## config.mk

```make
export PLATFORM = sky130hd
export DESIGN_NAME = battleship_game_ctrl
export DESIGN_NICKNAME = d
export VERILOG_FILES = /design/src/rtl/battleship_pkg.sv /design/src/rtl/battleship_lfsr.sv /design/src/rtl/battleship_game_ctrl.sv
export SDC_FILE = /design/constraint.sdc
export NUM_CORES = 1
export LEC_CHECK = 0
export BUFFER_PORTS_ARGS = -buffer_cell sky130_fd_sc_hd__buf_2
export CORE_AREA = 3 3 176 135
export DETAILED_ROUTE_END_ITERATION = 10
export DIE_AREA = 0 0 179 138
export PLACE_DENSITY = 0.83
export SYNTH_ARGS = -nofsm -noshare
export SYNTH_HDL_FRONTEND = slang
export SYNTH_SLANG_ARGS = --single-unit
```

## constraint.sdc

```tcl
create_clock -name clk -period 5.4 [get_ports clk]
set_clock_uncertainty 0.15 [all_clocks]
set_input_delay 0.81 -clock clk [delete_from_list [all_inputs] [get_ports clk]]
set_output_delay 0.81 -clock clk [all_outputs]
set_load 0.03 [all_outputs]
```

## src/rtl/battleship_pkg.sv

```systemverilog
// Shared types for the Battleship controller: game states, cell encodings and
// the flat board index helper.
package battleship_pkg;

    typedef enum logic [2:0] {
        DECIDE      = 3'd0,
        PLACE       = 3'd1,
        PC_SETUP    = 3'd2,
        PLAYER_TURN = 3'd3,
        PC_TURN     = 3'd4,
        VICTORY     = 3'd5,
        DEFEAT      = 3'd6
    } game_state_t;

    localparam logic [1:0] CELL_EMPTY = 2'b00;
    localparam logic [1:0] CELL_SHIP  = 2'b01;
    localparam logic [1:0] CELL_MISS  = 2'b10;
    localparam logic [1:0] CELL_HIT   = 2'b11;

    function automatic int cell_idx(input int i, input int j, input int n);
        return i * n + j;
    endfunction

endpackage

```

## src/rtl/battleship_lfsr.sv

```systemverilog
// 16-bit Fibonacci LFSR (taps 16,14,13,11) free-running from reset; exposes the
// low bits as a candidate (row, col) pair for PC placement and PC shots.
module battleship_lfsr #(
    parameter logic [15:0] SEED    = 16'hACE1,
    parameter int          COORD_W = 3
) (
    input  logic               clk,
    input  logic               rst,
    output logic [COORD_W-1:0] rnd_i,
    output logic [COORD_W-1:0] rnd_j
);

    logic [15:0] value;
    logic        feedback;

    assign feedback = value[15] ^ value[13] ^ value[12] ^ value[10];
    assign rnd_i    = value[COORD_W-1:0];
    assign rnd_j    = value[2*COORD_W-1:COORD_W];

    always_ff @(posedge clk or posedge rst) begin
        if (rst) begin
            value <= SEED;
        end else begin
            value <= {value[14:0], feedback};
        end
    end

endmodule

```

## src/rtl/battleship_game_ctrl.sv

```systemverilog
// N x N Battleship controller: ship-count decision, player and PC placement,
// alternating shots, hit tracking and the terminal victory/defeat states.
module battleship_game_ctrl
    import battleship_pkg::*;
#(
    parameter int          N             = 5,
    parameter int          MAX_SHIPS     = 5,
    parameter int          PC_DELAY      = 8,
    parameter logic [15:0] LFSR_SEED     = 16'hACE1,
    parameter int          SHOW_PC_SHIPS = 0,
    localparam int         COORD_W       = $clog2(N),
    localparam int         CNT_W         = $clog2(MAX_SHIPS + 1)
) (
    input  logic               clk,
    input  logic               rst,
    input  logic [CNT_W-1:0]   ships_req,
    input  logic               confirm_amount,
    input  logic [COORD_W-1:0] cur_i,
    input  logic [COORD_W-1:0] cur_j,
    input  logic               confirm_place,
    input  logic               fire,
    output logic [2:0]         state,
    output logic [2*N*N-1:0]   player_board,
    output logic [2*N*N-1:0]   pc_view,
    output logic [CNT_W-1:0]   ships_target,
    output logic [CNT_W-1:0]   player_left,
    output logic [CNT_W-1:0]   pc_left,
    output logic               move_error,
    output logic               shot_valid,
    output logic               shot_hit,
    output logic               victory,
    output logic               defeat
);

    localparam int BW    = 2 * N * N;
    localparam int OFF_W = $clog2(BW);
    localparam int DLY_W = (PC_DELAY < 1) ? 1 : $clog2(PC_DELAY + 1);

    // Strobes (confirm_amount, confirm_place, fire in; move_error, shot_valid,
    // shot_hit out) are single-cycle; an input strobe acts only in the state that consumes it.
    game_state_t        state_q, state_d;
    logic [BW-1:0]      pc_board, pc_board_d, player_board_d, pc_view_d;
    logic [CNT_W-1:0]   placed, placed_d, pc_placed, pc_placed_d;
    logic [CNT_W-1:0]   ships_target_d, player_left_d, pc_left_d;
    logic [DLY_W-1:0]   delay_cnt, delay_cnt_d;
    logic               move_error_d, shot_valid_d, shot_hit_d, victory_d, defeat_d;

    logic [COORD_W-1:0] rnd_i, rnd_j;
    logic [OFF_W-1:0]   cur_off, rnd_off;
    logic               cur_ok, rnd_ok;
    logic [1:0]         cur_pl_cell, cur_pc_cell, rnd_pl_cell, rnd_pc_cell;

    battleship_lfsr #(
        .SEED    (LFSR_SEED),
        .COORD_W (COORD_W)
    ) u_lfsr (
        .clk   (clk),
        .rst   (rst),
        .rnd_i (rnd_i),
        .rnd_j (rnd_j)
    );

    // Offsets are only meaningful when the matching *_ok flag is set.
    assign cur_ok      = (int'(cur_i) < N) && (int'(cur_j) < N);
    assign rnd_ok      = (int'(rnd_i) < N) && (int'(rnd_j) < N);
    assign cur_off     = OFF_W'(2 * cell_idx(int'(cur_i), int'(cur_j), N));
    assign rnd_off     = OFF_W'(2 * cell_idx(int'(rnd_i), int'(rnd_j), N));
    assign cur_pl_cell = player_board[cur_off +: 2];
    assign cur_pc_cell = pc_board[cur_off +: 2];
    assign rnd_pl_cell = player_board[rnd_off +: 2];
    assign rnd_pc_cell = pc_board[rnd_off +: 2];
    assign state       = state_q;

    always_comb begin
        state_d        = state_q;
        player_board_d = player_board;
        pc_board_d     = pc_board;
        ships_target_d = ships_target;
        placed_d       = placed;
        pc_placed_d    = pc_placed;
        player_left_d  = player_left;
        pc_left_d      = pc_left;
        delay_cnt_d    = delay_cnt;
        victory_d      = victory;
        defeat_d       = defeat;
        move_error_d   = 1'b0;
        shot_valid_d   = 1'b0;
        shot_hit_d     = 1'b0;
        pc_view_d      = '0;

        case (state_q)
            DECIDE: begin
                if (confirm_amount) begin
                    if (ships_req == '0) begin
                        ships_target_d = CNT_W'(1);
                    end else if (ships_req > CNT_W'(MAX_SHIPS)) begin
                        ships_target_d = CNT_W'(MAX_SHIPS);
                    end else begin
                        ships_target_d = ships_req;
                    end
                    placed_d = '0;
                    state_d  = PLACE;
                end
            end
            PLACE: begin
                if (confirm_place) begin
                    if (cur_ok && cur_pl_cell == CELL_EMPTY) begin
                        player_board_d[cur_off +: 2] = CELL_SHIP;
                        placed_d = placed + CNT_W'(1);
                        if (placed + CNT_W'(1) == ships_target) begin
                            player_left_d = ships_target;
                            pc_placed_d   = '0;
                            state_d       = PC_SETUP;
                        end
                    end else begin
                        move_error_d = 1'b1;
                    end
                end
            end
            PC_SETUP: begin
                if (rnd_ok && rnd_pc_cell == CELL_EMPTY) begin
                    pc_board_d[rnd_off +: 2] = CELL_SHIP;
                    pc_placed_d = pc_placed + CNT_W'(1);
                    if (pc_placed + CNT_W'(1) == ships_target) begin
                        pc_left_d = ships_target;
                        state_d   = PLAYER_TURN;
                    end
                end
            end
            PLAYER_TURN: begin
                if (fire) begin
                    if (cur_ok && !cur_pc_cell[1]) begin
                        shot_valid_d = 1'b1;
                        delay_cnt_d  = '0;
                        state_d      = PC_TURN;
                        if (cur_pc_cell == CELL_SHIP) begin
                            pc_board_d[cur_off +: 2] = CELL_HIT;
                            shot_hit_d = 1'b1;
                            pc_left_d  = pc_left - CNT_W'(1);
                            if (pc_left == CNT_W'(1)) begin
                                victory_d = 1'b1;
                                state_d   = VICTORY;
                            end
                        end else begin
                            pc_board_d[cur_off +: 2] = CELL_MISS;
                        end
                    end else begin
                        move_error_d = 1'b1;
                    end
                end
            end
            PC_TURN: begin
                // Hold for PC_DELAY cycles, then try one LFSR candidate per cycle.
                if (delay_cnt < DLY_W'(PC_DELAY)) begin
                    delay_cnt_d = delay_cnt + DLY_W'(1);
                end else if (rnd_ok && !rnd_pl_cell[1]) begin
                    shot_valid_d = 1'b1;
                    state_d      = PLAYER_TURN;
                    if (rnd_pl_cell == CELL_SHIP) begin
                        player_board_d[rnd_off +: 2] = CELL_HIT;
                        shot_hit_d    = 1'b1;
                        player_left_d = player_left - CNT_W'(1);
                        if (player_left == CNT_W'(1)) begin
                            defeat_d = 1'b1;
                            state_d  = DEFEAT;
                        end
                    end else begin
                        player_board_d[rnd_off +: 2] = CELL_MISS;
                    end
                end
            end
            VICTORY, DEFEAT: begin
            end
            default: begin
            end
        endcase

        for (int c = 0; c < N * N; c++) begin
            if (SHOW_PC_SHIPS == 0 && pc_board_d[2*c +: 2] == CELL_SHIP) begin
                pc_view_d[2*c +: 2] = CELL_EMPTY;
            end else begin
                pc_view_d[2*c +: 2] = pc_board_d[2*c +: 2];
            end
        end
    end

    always_ff @(posedge clk or posedge rst) begin
        if (rst) begin
            state_q      <= DECIDE;
            player_board <= '0;
            pc_board     <= '0;
            pc_view      <= '0;
            ships_target <= '0;
            placed       <= '0;
            pc_placed    <= '0;
            player_left  <= '0;
            pc_left      <= '0;
            delay_cnt    <= '0;
            move_error   <= 1'b0;
            shot_valid   <= 1'b0;
            shot_hit     <= 1'b0;
            victory      <= 1'b0;
            defeat       <= 1'b0;
        end else begin
            state_q      <= state_d;
            player_board <= player_board_d;
            pc_board     <= pc_board_d;
            pc_view      <= pc_view_d;
            ships_target <= ships_target_d;
            placed       <= placed_d;
            pc_placed    <= pc_placed_d;
            player_left  <= player_left_d;
            pc_left      <= pc_left_d;
            delay_cnt    <= delay_cnt_d;
            move_error   <= move_error_d;
            shot_valid   <= shot_valid_d;
            shot_hit     <= shot_hit_d;
            victory      <= victory_d;
            defeat       <= defeat_d;
        end
    end

endmodule

```

==> impl_results.md <==
- Status: completed
- Post-CTS sizing: 0
- Root Driver: clkbuf_16
- Worst Reg-to-Reg Cells: 13
- Fillers: 1950
- GP Congestion: 1.03
- Detailed placement HPWL: 30.4 mm
- Max-slew headroom: 15.1%
- Arrival @ worst endpoint: 5120 ps
- Leak: 5.52 nW
- Yosys warns: 0
- Synthesis-to-layout area growth: 14.4%
- Post-synthesis sequential area ratio: 41.0%
- Worst hold start: u_lfsr.value[8]
- Initial DRC Count: 1653
- Hold Fails Final Rpt: 0
- Cell Chain, Critical Path: buf_2 > ha_1 > ha_1 > fa_1 > xnor2_1 > buf_4 > a2111oi_0 > nor4_1 > o21a_1 > o21ai_4 > buf_4 > a22oi_1 > mux2_2
- Worst Path Max Fanout: 23
- Starting Density: 50.3%
- Crit path largest cell delay: 1040 ps
- CTS tree: done
- Pre-antenna DRT Iters: 7
- Clock Latency Late Sink: 450 ps
- F_max: 202 MHz
- Finished layout cell area: 12700 µm²
- Initial antenna violation count: 0
- Pins Over Slew Limit: 0
- Nets: 1302
- Data required time at the worst endpoint: 5580 ps
- Wirelength per Cell: 26.7 µm
- Clock sink count: 181
- Synth async-reset ratio: 100%
- Number of global-route vias before repair: 10221
- Crit path buf inv count: 3
- Fraction of layout cells with a size suffix above 1: 24.3%
- Port bufs: 130
- Top-area cell type share of the netlist area: 39.1%
- Area leader, netlist: dfrtp_1
- Slowest stage cell, crit path: a2111oi_0
- Syn Area/Cell: 9.72 µm²
- Row count: 47
- First-pass GRT wire length: 63.1 mm
- Crit. End Element: flop
- Worst Hold Depth: 0
- CP Depth: 13
- Post-synth top flop: dfrtp_1
- Worst reg-to-reg setup slack: 720 ps
- Final ANT Viol Nets: 0
- Min-Delay Path Class: reg2reg
- Post-CTS setup buffer count: 0
- Syn nets: 1181
- CTS Buf Count: 17
- Total routed wirelength: 41.8 mm
- Via count: 10859
- GRT Overall Usage: 33.6%
- H-tree depth: 4
- Bufs on Longest Clock Path: 2
- Top post-synthesis cells by area: dfrtp_1 (39%), mux4_2 (3.5%), nor2_1 (3.3%), mux2_2 (2.8%), ha_1 (2.8%)
- Synth Register Bits: 181
- Power Density: 385 nW/µm²
- Die ar.: 24700 µm²
- FF-to-FF End: pc_view[0]
- Mapped Cells: 1140
- Top-count cell post-synth: dfrtp_1
- Hold Path End: u_lfsr.value[9]
- Number of max-cap violations: 0
- GRT overflow: 0
- Chip Width: 179 µm
- Final period util: 91.5%
- Worst VDD drop: 0.331 mV
- Top delay family on crit path: compound AO/OA/AOI/OAI gates
- Critical R2R Launch: u_lfsr.value[0]
- N_diodes: 0
- Crit start category: input port
- Cts hold-fix bufs: 0
- Placed inst area: 12100 µm²
- Number of flops mapped to enable cells by yosys: 0
- DRC: 0
- Setup TNS: 0 ps
- Most frequent cells after synthesis: dfrtp_1 (173), nor2_1 (96), nand2_1 (70), a21oi_1 (60), nand3_1 (53)
- Area of the core: 22100 µm²
- Yosys cell types: 90
- Ports: 131
- CTS clock-pin slew for the worst setup and hold paths: 70 ps
- Final setup viols: 0
- Chip Height: 138 µm
- Total Power: 4.88 mW
- Mapped Area: 11100 µm²
- Tmin final: 4940 ps
- Critical path type: in2reg
- Largest net degree at the start of global routing: 182
- RSZ-0062 raised after global routing: false
- Vias/cell: 6.93
- Slew @ Worst Pin: 1240 ps
[how the worst max path moves through the flow]
stage / from / to / slack (ps)
2_1_floorplan: cur_i[0] / player_board[41] / 1350
3_3_place_gp: cur_i[0] / player_board[40] / 300
3_5_place_dp: cur_i[0] / player_board[40] / 310
4_1_cts: cur_i[0] / player_board[40] / 740
5_1_grt: cur_i[0] / pc_view[46] / 460
6_report: cur_i[0] / player_board[40] / 460
[sequential cells by signal, summed over array words and instances (netlist names)]
register / cells
pc_board: 50
player_board: 50
pc_view: 38
u_lfsr.value: 16
delay_cnt: 4
pc_left: 3
pc_placed: 3
placed: 3
player_left: 3
ships_target: 3
state: 3
defeat: 1
move_error: 1
shot_hit: 1
shot_valid: 1
victory: 1
[kinds of logic after synthesis]
logic type	count (synthesis)	share of synthesized area, %
XOR/XNOR	21	1.80
multiplexers	72	9.33
buffers and inverters	123	5.14
flip-flops	181	41.0
AND/OR/NAND/NOR	398	18.4
adder cells (fa/ha/maj)	27	3.18
AO/OA/AOI/OAI	318	21.2
[cells in the final DEF, fill, tap and decap left out, types with 17 or more instances in the layout]
cell type	Yosys	routed
dfrtp_1	173	173
buf_2	20	130
nor2_1	96	96
nand2_1	70	70
a21oi_1	60	60
nand3_1	53	53
buf_4	16	51
nor3_1	46	46
inv_1	41	40
o21ai_0	33	33
o31ai_1	29	29
mux2_2	28	28
ha_1	25	25
mux2i_1	23	23
nand2b_1	18	18
or3_1	18	18
mux4_2	17	17
a22oi_1	17	17
clkbuf_16	0	17
[final cells by class]
type / count / area (µm²) / share of cell area [%]
inverter: 43 / 165 / 1.30
sequential: 181 / 4540 / 35.8
multi-input combinational: 836 / 5980 / 47.2
clock inverter: 14 / 130 / 1.03
timing repair buffer: 182 / 1050 / 8.31
clock buffer: 18 / 439 / 3.46
tap: 294 / 368 / 2.90
[where the power goes]
group | switching, mW | internal, mW
registers | 0.251 | 1.54
logic | 1.26 | 0.585
clock network | 0.621 | 0.625
[per-stage QoR]
stage          worst slack (ps)  hold WS, ps  util (%)  cells
5_1_grt                     458          213      57.5   1568
6_report                    459          207      57.5   1568
2_1_floorplan              1350          181         -   1140
4_1_cts                     736          213      57.5   1568
3_3_place_gp                303          184      54.9   1536
3_5_place_dp                310          196      54.9   1536
[routing by layer]
layer | up-vias | global-route usage (%) | routed length, µm
met2 | 885 | 46.7 | 17300
met1 | 5284 | 48.7 | 16700
met3 | 149 | 12.6 | 6290
met5 | - | 0 | 0
li1 | 4541 | - | -
met4 | 0 | 10.5 | 1510
[worst reg2reg max path, stage by stage (launching register included)]
cell and delay [ps]:
dfstp_2 570, ha_1 240, ha_1 300, inv_1 60, fa_1 410, xnor2_1 150, buf_4 210, a211oi_1 580
a2111oi_0 140, or4_1 570, and2_1 390, buf_4 290, a31oi_1 370, nor2b_1 110
No activity file was read; power rests on OpenSTA's default activity.
